[config.mk]
export PLATFORM = sky130hd
export DESIGN_NAME = pdm_tx_modulator_flat
export DESIGN_NICKNAME = d
export VERILOG_FILES = /design/src/rtl/pdm_tx_modulator_pkg.sv /design/src/rtl/pdm_tx_modulator_if.sv /design/src/rtl/pdm_tx_modulator_sd1_core.sv /design/src/rtl/pdm_tx_modulator.sv /design/src/flat_wrapper.sv
export SDC_FILE = /design/constraint.sdc
export NUM_CORES = 1
export LEC_CHECK = 0
export ABC_CLOCK_PERIOD_IN_PS = 2380
export BUFFER_PORTS_ARGS = -buffer_cell sky130_fd_sc_hd__buf_2
export CORE_UTILIZATION = 45
export CTS_BUF_LIST = sky130_fd_sc_hd__clkbuf_16
export CTS_CLUSTER_DIAMETER = 120
export DETAILED_ROUTE_END_ITERATION = 7
export RECOVER_POWER = 25
export REMOVE_ABC_BUFFERS = 1
export SETUP_SLACK_MARGIN = 0.05
export SYNTH_ARGS = -nofsm -noshare
export SYNTH_HDL_FRONTEND = slang
export SYNTH_SLANG_ARGS = --single-unit
[constraint.sdc]
create_clock -name clk -period 2.38 [get_ports clk]
set_input_delay 0.476 -clock clk [delete_from_list [all_inputs] [get_ports clk]]
set_output_delay 0.476 -clock clk [all_outputs]
set_load 0.1 [all_outputs]
[src/rtl/pdm_tx_modulator_pkg.sv]
// Shared constants, divider helpers and sample type for the PDM transmitter.
package pdm_pkg;

  localparam int DEFAULT_DATA_WIDTH = 16;
  localparam int DEFAULT_OSR        = 64;

  typedef logic signed [DEFAULT_DATA_WIDTH-1:0] pcm_sample_t;

  function automatic int clk_divider(input int in_freq, input int out_freq);
    return in_freq / out_freq;
  endfunction

  // One pdm_clk phase lasts this many system clocks; the period is twice this.
  function automatic int half_divider(input int in_freq, input int out_freq);
    return clk_divider(in_freq, out_freq) / 2;
  endfunction

endpackage

[src/rtl/pdm_tx_modulator_if.sv]
// AXI4-Stream sample channel feeding the PDM transmitter.
interface pdm_tx_modulator_if #(
  parameter int DATA_WIDTH = 16
) ();

  logic [DATA_WIDTH-1:0] tdata;
  logic                  tvalid;
  logic                  tready;

  modport master (output tdata, output tvalid, input tready);
  modport slave  (input tdata, input tvalid, output tready);

endinterface

[src/rtl/pdm_tx_modulator_sd1_core.sv]
// First-order error-feedback sigma-delta: offset-binary sample accumulated, carry is the PDM bit.
module sd1_core #(
  parameter int DATA_WIDTH = 16
) (
  input  logic                  clk,
  input  logic                  resetn,
  input  logic                  step,
  input  logic                  clear,
  input  logic [DATA_WIDTH-1:0] sample,
  output logic                  pdm_bit
);

  logic [DATA_WIDTH-1:0] acc;
  logic [DATA_WIDTH-1:0] u;
  logic [DATA_WIDTH:0]   sum;

  // NOTE: combinational paths use blocking '=' with every output assigned first; state uses '<='.
  always_comb begin
    u   = {~sample[DATA_WIDTH-1], sample[DATA_WIDTH-2:0]};
    sum = {1'b0, acc} + {1'b0, u};
  end

  always_ff @(posedge clk) begin
    if (!resetn || clear) begin
      acc     <= '0;
      pdm_bit <= 1'b0;
    end else if (step) begin
      pdm_bit <= sum[DATA_WIDTH];
      acc     <= sum[DATA_WIDTH-1:0];
    end
  end

endmodule

[src/rtl/pdm_tx_modulator.sv]
// PDM audio transmitter: AXI4-Stream PCM in, pdm_clk/pdm_data/pdm_sd out.
module pdm_tx_modulator
  import pdm_pkg::*;
#(
  parameter int INPUT_FREQ  = 100000000,
  parameter int OUTPUT_FREQ = 2400000,
  parameter int DATA_WIDTH  = DEFAULT_DATA_WIDTH,
  parameter int OSR         = DEFAULT_OSR
) (
  input  logic                clk,
  input  logic                resetn,
  input  logic                enable,
  pdm_tx_modulator_if.slave   s_axis,
  output logic                pdm_clk,
  output logic                pdm_data,
  output logic                pdm_sd,
  output logic                underrun
);

  localparam int HALF  = half_divider(INPUT_FREQ, OUTPUT_FREQ);
  localparam int DIV_W = (HALF > 1) ? $clog2(HALF) : 1;
  localparam int BIT_W = $clog2(OSR);

  logic                  enable_q;
  logic [DIV_W-1:0]      div_cnt;
  logic [BIT_W-1:0]      bit_cnt;
  logic                  buf_full;
  logic [DATA_WIDTH-1:0] buf_data;
  logic [DATA_WIDTH-1:0] active;
  logic                  div_wrap;
  logic                  bit_tick;
  logic                  load;
  logic                  load_from_full;
  logic                  accept;
  logic                  core_clear;

  assign div_wrap       = (div_cnt == DIV_W'(HALF - 1));
  // Bits advance on the wrap that drives pdm_clk low, so data is stable at the rising edge.
  assign bit_tick       = enable_q && div_wrap && pdm_clk;
  assign load           = bit_tick && (bit_cnt == BIT_W'(OSR - 1));
  assign load_from_full = load && buf_full;
  assign accept         = s_axis.tvalid && s_axis.tready;
  assign core_clear     = !enable_q;
  assign pdm_sd         = enable_q;

  always_ff @(posedge clk) begin
    if (!resetn) enable_q <= 1'b0;
    else         enable_q <= enable;
  end

  always_ff @(posedge clk) begin
    if (!resetn || !enable_q) begin
      div_cnt <= '0;
      bit_cnt <= '0;
      pdm_clk <= 1'b0;
    end else begin
      if (div_wrap) begin
        div_cnt <= '0;
        pdm_clk <= ~pdm_clk;
      end else begin
        div_cnt <= div_cnt + 1'b1;
      end
      if (bit_tick) bit_cnt <= bit_cnt + 1'b1;
    end
  end

  // NOTE: the sample buffer is a single register, so it is cleared with the rest; a disabled
  // stream must restart from midscale with nothing stale queued.
  always_ff @(posedge clk) begin
    if (!resetn || !enable_q) begin
      buf_full      <= 1'b0;
      buf_data      <= '0;
      active        <= '0;
      s_axis.tready <= 1'b0;
      underrun      <= 1'b0;
    end else begin
      underrun      <= load && !buf_full;
      // Looks at this cycle's accept so tready never overlaps a full buffer.
      s_axis.tready <= !buf_full && !load_from_full && !accept;
      if (load_from_full) begin
        active   <= buf_data;
        buf_full <= 1'b0;
      end else if (accept) begin
        buf_data <= s_axis.tdata;
        buf_full <= 1'b1;
      end
    end
  end

  sd1_core #(.DATA_WIDTH(DATA_WIDTH)) u_core (
    .clk     (clk),
    .resetn  (resetn),
    .step    (bit_tick),
    .clear   (core_clear),
    .sample  (active),
    .pdm_bit (pdm_data)
  );

endmodule

[src/flat_wrapper.sv]
// flat-port wrapper written by rule: the top's interface ports become plain ports
module pdm_tx_modulator_flat import pdm_pkg::*;
#(
  parameter int INPUT_FREQ  = 100000000,
  parameter int OUTPUT_FREQ = 2400000,
  parameter int DATA_WIDTH  = DEFAULT_DATA_WIDTH,
  parameter int OSR         = DEFAULT_OSR
)
  (clk, resetn, enable, pdm_clk, pdm_data, pdm_sd, underrun, s_axis_tdata, s_axis_tvalid, s_axis_tready);
  pdm_tx_modulator_if #(.DATA_WIDTH(DATA_WIDTH)) s_axis_i ();
  input  logic clk;
  input  logic resetn;
  input  logic enable;
  output logic pdm_clk;
  output logic pdm_data;
  output logic pdm_sd;
  output logic underrun;
  input wire logic [$bits(s_axis_i.tdata)-1:0] s_axis_tdata;
  input wire logic [$bits(s_axis_i.tvalid)-1:0] s_axis_tvalid;
  output wire logic [$bits(s_axis_i.tready)-1:0] s_axis_tready;
  assign s_axis_i.tdata = s_axis_tdata;
  assign s_axis_i.tvalid = s_axis_tvalid;
  assign s_axis_tready = s_axis_i.tready;
  pdm_tx_modulator #(.INPUT_FREQ(INPUT_FREQ), .OUTPUT_FREQ(OUTPUT_FREQ), .DATA_WIDTH(DATA_WIDTH), .OSR(OSR)) u_core (.clk(clk), .resetn(resetn), .enable(enable), .s_axis(s_axis_i), .pdm_clk(pdm_clk), .pdm_data(pdm_data), .pdm_sd(pdm_sd), .underrun(underrun));
endmodule
==> results.json, run 1 <==
{
  "status": "finished, final reports clean",
  "worst_hold_slack_ps": 365,
  "coreArea_sq_um": 6760,
  "fmax_mhz": 463,
  "total_power_uw": 2390,
  "finalSetupViolCount": 0,
  "rr_startpoint": "u_core.u_core.acc[0]",
  "io_pins": 25,
  "synth-edff-count": 0,
  "cts_tree": "built",
  "ys_warn_count": 0,
  "crit_fanout": 3,
  "io_buffers": 24,
  "drtIter0Drc": 70,
  "startpoint_type": "flop",
  "hold_class": "input port to flop",
  "yosys-top-cells-area": "dfxtp_1 (41%), mux2i_1 (11%), ha_1 (7.2%)",
  "clock_latency_ps": 320,
  "cp-end-kind": "flop",
  "drc": 0,
  "cp.required_ps": 2620,
  "design_area_sq_um": 3620,
  "synth_top_area_cell": "dfxtp_1",
  "rsz0062_at_grt": "false",
  "max_slew_margin_pct": 22.3,
  "first_pass_iters": 4,
  "clock_skew_ps": 4.63,
  "num-nets-final": 420,
  "cts_setup_buffers": 0,
  "die-area_sq_um": 7330,
  "grt_overflow": 0,
  "vias": 2578,
  "synthesis.area_sq_um": 3150,
  "yosys-top-cells-count": "dfxtp_1 (65), nor2_1 (55), nand2_1 (35), mux2i_1 (34), a21oi_1 (29)",
  "fp-row-count": 30,
  "ys_ff_latch": 65,
  "start_util_pct": 46.6,
  "die_h_microns": 85.6,
  "gp_congestion": 0.828,
  "tightest_slew_ps": 1170,
  "cts_buffers": 9,
  "grt_max_degree": 34,
  "ctsLongestPathBuffers": 2,
  "arrival_ps": 2400,
  "path_clk_slew_ps": 50,
  "worstSetupPathType": "flop to flop",
  "synthCells": 355,
  "post-route-util_pct": 53.5,
  "final-hold-violation-count": 0,
  "cts_sinks": 65,
  "grt_pass1_wl_mm": 11.0,
  "htreeDepth": 3,
  "area_growth_pct": 15.0,
  "yosysUniqueCellTypes": 40,
  "fillers": 663,
  "drive_gt1_share_pct": 11.9,
  "synth_top_area_share_pct": 41.4,
  "slew_violations": 0,
  "internal-power_uw": 1900,
  "ir_worst_vdd_mv": 0.335,
  "wirelength_mm": 6.45,
  "yosysSeqAreaShare_pct": 41.4,
  "p_sw_uw": 484,
  "synthMostInstantiatedCell": "dfxtp_1",
  "final.setup.tns_ps": 0,
  "routed_via_density": 5.53,
  "cts-root-buf": "clkbuf_16",
  "wl_per_cell_microns": 13.8,
  "cp-startpoint": "u_core.u_core.acc[0]",
  "combinationalPowerShare_pct": 2.5,
  "place_area_sq_um": 3340,
  "max_cap_violations": 0,
  "hold_buffers": 0,
  "finalCritPeriodShare_pct": 90.7,
  "track_usage_pct": 19.2,
  "cellPowerDensity_nw_per_um2": 661,
  "die_x_microns": 85.6,
  "seqPwrFrac_pct": 45.9,
  "hpwl_mm": 4.40,
  "grt_pass1_vias": 2362,
  "swShare_pct": 20.2,
  "yosys_most_used_dff": "dfxtp_1",
  "postSynthAreaPerCell_sq_um": 8.86,
  "power_frac_clock_pct": 51.6,
  "leakage_uw": 0.00144,
  "worstHoldStart": "enable",
  "antenna_found_initial": 0,
  "diodes": 0,
  "final_antenna_net_count": 0,
  "async_flop_share_pct": 0,
  "finalCriticalPeriod_ps": 2160
}
critical path, stage by stage (launching register included):
cell,delay (ps)
dfxtp_1,310
ha_1,220
fa_2,350
a21o_1,220
a311oi_2,260
nor2_1,150
a221oi_2,310
nand4_1,130
o211ai_1,110
sequential cells by signal, summed over array words and instances, names as in the netlist:
register               cells
u_core.active             16
u_core.buf_data           16
u_core.u_core.acc         16
u_core.bit_cnt             6
u_core.div_cnt             5
u_core.buf_full            1
u_core.pdm_clk             1
u_core.pdm_sd              1
u_core.s_axis.tready       1
u_core.u_core.pdm_bit      1
u_core.underrun            1
layout by cell type (no fill, tap or decap), types with 2 or more instances in the layout:
master,n
mux2i_1,34
nor3_1,4
a211oi_1,5
and2_1,2
nand4_1,8
clkbuf_16,9
nand3_1,16
xnor2_1,8
o211ai_1,5
nor2_1,55
and3_1,4
o21bai_1,2
dfxtp_1,65
clkinv_2,2
clkbuf_1,5
a21o_1,3
or4_1,2
o21ai_0,12
ha_1,18
a21oi_1,29
buf_4,7
buf_2,19
inv_1,10
nor4_1,2
a31oi_1,4
nand2_1,35
xor2_1,3
area by class of cell:
cell class | instances | area (sq um) | share of cell area, %
flip-flops and latches | 65 | 1300 | 36.0
inverters | 7 | 26.3 | 0.727
multi-input cells | 266 | 1740 | 48.0
well taps | 80 | 100 | 2.77
clock buffers | 9 | 225 | 6.23
clock inverters | 7 | 55.1 | 1.52
repair buffers | 32 | 171 | 4.74
worst paths after layout:
| check | slack, ps | cells past startpoint | to |
|---|---|---|---|
| min reg2reg | 450 | 2 | u_core.u_core.acc[5] |
| max | 220 | 8 | u_core.u_core.acc[14] |
| min | 370 | 2 | u_core.pdm_sd |
| max reg2reg | 220 | 8 | u_core.u_core.acc[14] |
layer usage:
metal  part of all wire (%)  global-route usage (%)
met4                    1.1                    6.21
met1                     49                    25.3
met2                     46                    30.3
met3                    3.9                    5.58
met5                      0                       0
power by group through the flow:
stage	logic, uW	registers, uW	clock network, uW
after floorplan	22.8	1130	0
after global placement	61.9	1120	0
after detailed placement	62.6	1120	0
after CTS	62.9	1100	1260
after global routing	66.4	1100	1320
final	60.7	1100	1230
cells by family after synthesis:
| group | share of synthesized area (%) |
|---|---|
| compound gates | 12.8 |
| mux | 10.8 |
| flops | 41.4 |
| buf+inv | 3.62 |
| xor+xnor | 3.06 |
| fa+ha+maj | 7.80 |
| simple gates | 20.6 |
stage by stage:
stage	setup WS (ps)	cells
after floorplan	-909	338
after global placement	110	450
final	221	466
after global routing	78.0	466
after CTS	63.7	466
after detailed placement	4.96	450
repair_timing:
item	4_1_cts	5_1_grt
resized for setup	1	3
hold endpoints to repair	0	0
setup endpoints to repair	1	4
pin swaps	0	1
(Power assumes the default switching activity.)
==> inputs of run 2 (changes only) <==
--- a/config.mk
+++ b/config.mk
@@ -5,7 +5,7 @@
 export SDC_FILE = /design/constraint.sdc
 export NUM_CORES = 1
 export LEC_CHECK = 0
-export ABC_CLOCK_PERIOD_IN_PS = 2380
+export ABC_CLOCK_PERIOD_IN_PS = 2000
 export BUFFER_PORTS_ARGS = -buffer_cell sky130_fd_sc_hd__buf_2
 export CORE_UTILIZATION = 45
 export CTS_BUF_LIST = sky130_fd_sc_hd__clkbuf_16
@@ -17,3 +17,4 @@
 export SYNTH_ARGS = -nofsm -noshare
 export SYNTH_HDL_FRONTEND = slang
 export SYNTH_SLANG_ARGS = --single-unit
+export TNS_END_PERCENT = 20
==> constraint.sdc (replaced) <==
create_clock -name clk -period 2 [get_ports clk]
set_input_delay 0.4 -clock clk [delete_from_list [all_inputs] [get_ports clk]]
set_output_delay 0.4 -clock clk [all_outputs]
set_load 0.1 [all_outputs]
==> results.json, run 2 (synthesis results as in run 1) <==
{
  "design_area_sq_um": 3830,
  "finalCriticalPeriod_ps": 2090,
  "clock_latency_ps": 330,
  "ir_worst_vdd_mv": 0.429,
  "slew_violations": 0,
  "max_cap_violations": 0,
  "finalSetupViolCount": 5,
  "cp.required_ps": 2210,
  "final_cell_mix": "dfxtp_1 (62), nor2_1 (53), nand2_1 (35)",
  "worstSetupPathType": "flop to flop",
  "track_usage_pct": 19.2,
  "die_x_microns": 85.6,
  "r2r_setup_slack_ps": -90,
  "hpwl_mm": 4.52,
  "coreArea_sq_um": 6760,
  "use_met2_pct": 31.4,
  "start_util_pct": 46.6,
  "timing.rr.end": "u_core.u_core.acc[8]",
  "grt_pass1_vias": 2366,
  "reg2reg_depth": 9,
  "fin_cells": 481,
  "combinationalPowerShare_pct": 2.5,
  "final_common_cell": "dfxtp_1",
  "drtIter0Drc": 124,
  "arrival_ps": 2300,
  "swShare_pct": 19.5,
  "grtUsageMet3_pct": 5.77,
  "htreeDepth": 3,
  "fmax_mhz": 478,
  "hold_buffers": 0,
  "grt_overflow": 0,
  "num-nets-final": 436,
  "wirelength_mm": 6.74,
  "final-hold-violation-count": 0,
  "top_regs": "u_core.active: 16 flops, u_core.buf_data: 16 flops, u_core.u_core.acc: 16 flops",
  "clock_skew_ps": 3.91,
  "ctsLongestPathBuffers": 2,
  "max_slew_margin_pct": 50.5,
  "p_sw_uw": 580,
  "fp-row-count": 30,
  "cp-startpoint": "u_core.active[0]",
  "violations": "negative setup slack",
  "cts_tree": "built",
  "wl_per_cell_microns": 14.0,
  "leakage_uw": 0.00153,
  "post-route-util_pct": 56.7,
  "cts_sinks": 65,
  "drive_gt1_share_pct": 19.2,
  "routed_via_density": 5.45,
  "cp-end-kind": "flop",
  "tightest_slew_ps": 743,
  "crit_fanout": 2,
  "die-area_sq_um": 7330,
  "gp_congestion": 0.839,
  "endpoint": "u_core.u_core.acc[8]",
  "met1_usage_pct": 24.1,
  "final_antenna_net_count": 0,
  "rr_startpoint": "u_core.active[0]",
  "cts-root-buf": "clkbuf_16",
  "power_frac_clock_pct": 53.6,
  "cts_buffers": 9,
  "io_buffers": 24,
  "area_growth_pct": 21.7,
  "cellPowerDensity_nw_per_um2": 776,
  "startpoint_type": "flop",
  "internal-power_uw": 2390,
  "seqPwrFrac_pct": 43.9,
  "die_h_microns": 85.6,
  "io_pins": 25,
  "first_pass_iters": 5,
  "hold_class": "input port to flop",
  "finalWorstSetupSlack_ps": -94.2,
  "status": "finished, violations left",
  "gr-max-usage-layer": "met2",
  "grt_pass1_wl_mm": 10.9,
  "diodes": 0,
  "place_inst": 463,
  "total_power_uw": 2970,
  "place_area_sq_um": 3450,
  "vias": 2620,
  "antenna_found_initial": 0,
  "path_clk_slew_ps": 50,
  "drc": 0,
  "rsz0062_at_grt": "true",
  "grt_max_degree": 38,
  "finalCritPeriodShare_pct": 105
}
-- run 2: stage by stage --
| stage | hold WS (ps) | setup TNS [ps] | setup WS, ps |
|---|---|---|---|
| 4_1_cts | 278 | -217 | -86.5 |
| 2_1_floorplan | 430 | -50210 | -1290 |
| 6_report | 286 | -319 | -94.2 |
| 3_3_place_gp | 444 | -1130 | -230 |
| 3_5_place_dp | 450 | -1220 | -248 |
| 5_1_grt | 288 | -1270 | -210 |
-- run 2: layout make-up --
cell class,count,area [sq um]
clock buffer,9,225
clock inverter,6,75.1
fill,630,2930
inverter,7,26.3
multi-input combinational,266,1790
sequential,65,1310
tap,80,100
timing repair buffer,48,305
-- run 2: how the worst min path moves through the flow --
| stage | startpoint | end | slack, ps | cells after the start |
|---|---|---|---|---|
| global route | enable | u_core.pdm_sd | 290 | 2 |
| finish | enable | u_core.pdm_sd | 290 | 2 |
| detailed placement | u_core.div_cnt[0] | u_core.div_cnt[0] | 450 | 1 |
| floorplan | u_core.div_cnt[0] | u_core.div_cnt[0] | 430 | 1 |
| global placement | u_core.u_core.acc[4] | u_core.u_core.acc[4] | 440 | 2 |
| CTS | s_axis_tvalid | u_core.s_axis.tready | 280 | 2 |
-- run 2: worst max-delay path, stage by stage, from the launching register on --
cell	delay [ps]
dfxtp_2	330
ha_4	160
fa_2	350
a21o_1	190
a311oi_2	310
buf_4	170
o21bai_1	100
a21oi_2	180
or4_1	120
nand3_1	60
-- run 2: power by group through the flow --
stage | sequential, uW | combinational (uW) | clock (uW)
finish | 1300 | 74.9 | 1590
global route | 1300 | 82.3 | 1690
global placement | 1330 | 76.5 | 0
floorplan | 1340 | 27.2 | 0
CTS | 1300 | 78.0 | 1620
detailed placement | 1330 | 77.8 | 0
-- run 2: what timing repair did --
item	in CTS	in global routing
gates resized for setup	9	10
buffers inserted	1	2
setup endpoints to repair	7	35
pin swaps	9	9
-- run 2: per-layer routing --
| metal | part of all wire, % | up-vias | routed length [microns] |
|---|---|---|---|
| met4 | 1.2 | 0 | 80 |
| li1 | - | 1347 | - |
| met3 | 3.5 | 5 | 233 |
| met1 | 49 | 1225 | 3290 |
| met5 | 0 | - | 0 |
| met2 | 47 | 43 | 3130 |
==> inputs of run 3 (changes only) <==
--- a/config.mk
+++ b/config.mk
@@ -5,12 +5,13 @@
 export SDC_FILE = /design/constraint.sdc
 export NUM_CORES = 1
 export LEC_CHECK = 0
-export ABC_CLOCK_PERIOD_IN_PS = 2000
+export ABC_CLOCK_PERIOD_IN_PS = 1900
 export BUFFER_PORTS_ARGS = -buffer_cell sky130_fd_sc_hd__buf_2
 export CORE_UTILIZATION = 45
 export CTS_BUF_LIST = sky130_fd_sc_hd__clkbuf_16
 export CTS_CLUSTER_DIAMETER = 120
 export DETAILED_ROUTE_END_ITERATION = 7
+export PLACE_DENSITY = 0.65
 export RECOVER_POWER = 25
 export REMOVE_ABC_BUFFERS = 1
 export SETUP_SLACK_MARGIN = 0.05
==> constraint.sdc (replaced) <==
create_clock -name clk -period 1.9 [get_ports clk]
set_input_delay 0.38 -clock clk [delete_from_list [all_inputs] [get_ports clk]]
set_output_delay 0.38 -clock clk [all_outputs]
set_load 0.1 [all_outputs]
==> results.json, run 3 (synthesis results as in run 1) <==
{
  "hpwl_mm": 4.37,
  "io_pins": 25,
  "final_cell_mix": "dfxtp_1 (59), nor2_1 (52), mux2i_1 (34), nand2_1 (34), buf_4 (30)",
  "die_x_microns": 85.6,
  "path_clk_slew_ps": 50,
  "track_usage_pct": 18.0,
  "die-area_sq_um": 7330,
  "first_pass_iters": 4,
  "drtIter0Drc": 112,
  "clock_latency_ps": 320,
  "cts_sinks": 65,
  "rsz0062_at_grt": "true",
  "worst_hold_slack_ps": 277,
  "grt_pass1_wl_mm": 10.4,
  "routed_via_density": 5.47,
  "finalCriticalPeriod_ps": 2040,
  "final_antenna_net_count": 0,
  "violations": "negative setup slack",
  "finalWorstSetupSlack_ps": -140,
  "drc": 0,
  "cts_tree": "built",
  "top_regs": "u_core.active: 16 flops, u_core.buf_data: 16 flops, u_core.u_core.acc: 16 flops",
  "vias": 2697,
  "tightest_slew_ps": 489,
  "num-nets-final": 447,
  "antenna_found_initial": 0,
  "finalSetupViolCount": 6,
  "area_growth_pct": 27.1,
  "final_common_cell": "dfxtp_1",
  "wirelength_mm": 6.93,
  "worstSetupPathType": "flop to flop",
  "crit_fanout": 3,
  "diodes": 0,
  "grt_pass1_vias": 2337,
  "cts_buffers": 9,
  "startpoint_type": "flop",
  "finalCritPeriodShare_pct": 107,
  "fp-row-count": 30,
  "final-hold-violation-count": 0,
  "max_slew_margin_pct": 67.6,
  "fmax_mhz": 490,
  "io_buffers": 24,
  "gp_congestion": 0.853,
  "leakage_uw": 0.00158,
  "cellPowerDensity_nw_per_um2": 715,
  "total_power_uw": 2860,
  "start_util_pct": 46.6,
  "cp.required_ps": 2110,
  "ir_worst_vdd_mv": 0.541,
  "clock_skew_ps": 4.11,
  "drive_gt1_share_pct": 26.2,
  "grt_max_degree": 30,
  "hold_class": "input port to flop",
  "max_cap_violations": 0,
  "die_h_microns": 85.6,
  "slew_violations": 0,
  "cp-end-kind": "flop",
  "wl_per_cell_microns": 14.1,
  "status": "finished, violations left",
  "ctsLongestPathBuffers": 2,
  "grt_overflow": 0,
  "cts-root-buf": "clkbuf_16",
  "htreeDepth": 3,
  "hold_buffers": 0,
  "arrival_ps": 2250,
  "coreArea_sq_um": 6760
}
run 3: changes by cell type in the layout (fill, tap and decap cells not counted), moves of 4 or more:
cell	before	now
a21oi_1	26	22
buf_2	18	24
buf_4	21	30
clkbuf_2	6	0
o21ai_0	11	7
run 3: per-stage QoR:
stage	utilization [%]	TNS (ps)	instances	cell area, sq um	setup slack, ps
2_1_floorplan	-	-56510	338	3060	-1390
4_1_cts	56.4	-575	485	3810	-136
5_1_grt	59.2	-1560	493	4000	-294
6_report	59.2	-634	493	4000	-140
3_5_place_dp	51.6	-1910	468	3490	-350
3_3_place_gp	51.6	-1790	468	3490	-320
run 3: critical path: stages, from the launching register on:
cell and delay (ps):
dfxtp_2 330, ha_4 160, fa_2 330, a21o_1 190, a311oi_2 280, buf_4 160
o211ai_1 130, a21oi_1 170, nand3b_1 110, a21oi_1 60
run 3: cell type report:
| cell class | count | area, sq um |
|---|---|---|
| Timing Repair Buffer | 58 | 392 |
| Multi-Input combinational cell | 267 | 1910 |
| Inverter | 7 | 26.3 |
| Clock buffer | 9 | 225 |
| Sequential cell | 65 | 1310 |
| Fill cell | 581 | 2760 |
| Tap cell | 80 | 100 |
| Clock inverter | 7 | 30.0 |
run 3: metal layers:
layer / global-route usage [%] / up-vias / part of all wire, %
li1: - / 1377 / -
met1: 23.5 / 1247 / 47
met2: 28.9 / 63 / 47
met3: 4.62 / 10 / 4.7
met4: 5.91 / 0 / 1.4
met5: 0 / - / 0
run 3: power breakdown:
part | switching (uW) | internal, uW
clock | 545 | 854
sequential | 4.11 | 1370
combinational | 54.5 | 32.7
total | 604 | 2250
run 3: repair_timing:
action	CTS	global route
pin swaps	9	30
endpoints found under the setup margin	27	46
buffers inserted	1	7
resized for setup	14	35
cloned	0	1
run 3: final timing paths:
path	from	endpoint	slack, ps	cells past startpoint
max	u_core.u_core.acc[0]	u_core.u_core.acc[12]	-140	9
max reg2reg	u_core.u_core.acc[0]	u_core.u_core.acc[12]	-140	9
min	enable	u_core.pdm_sd	280	2
min reg2reg	u_core.u_core.acc[5]	u_core.u_core.acc[5]	460	2
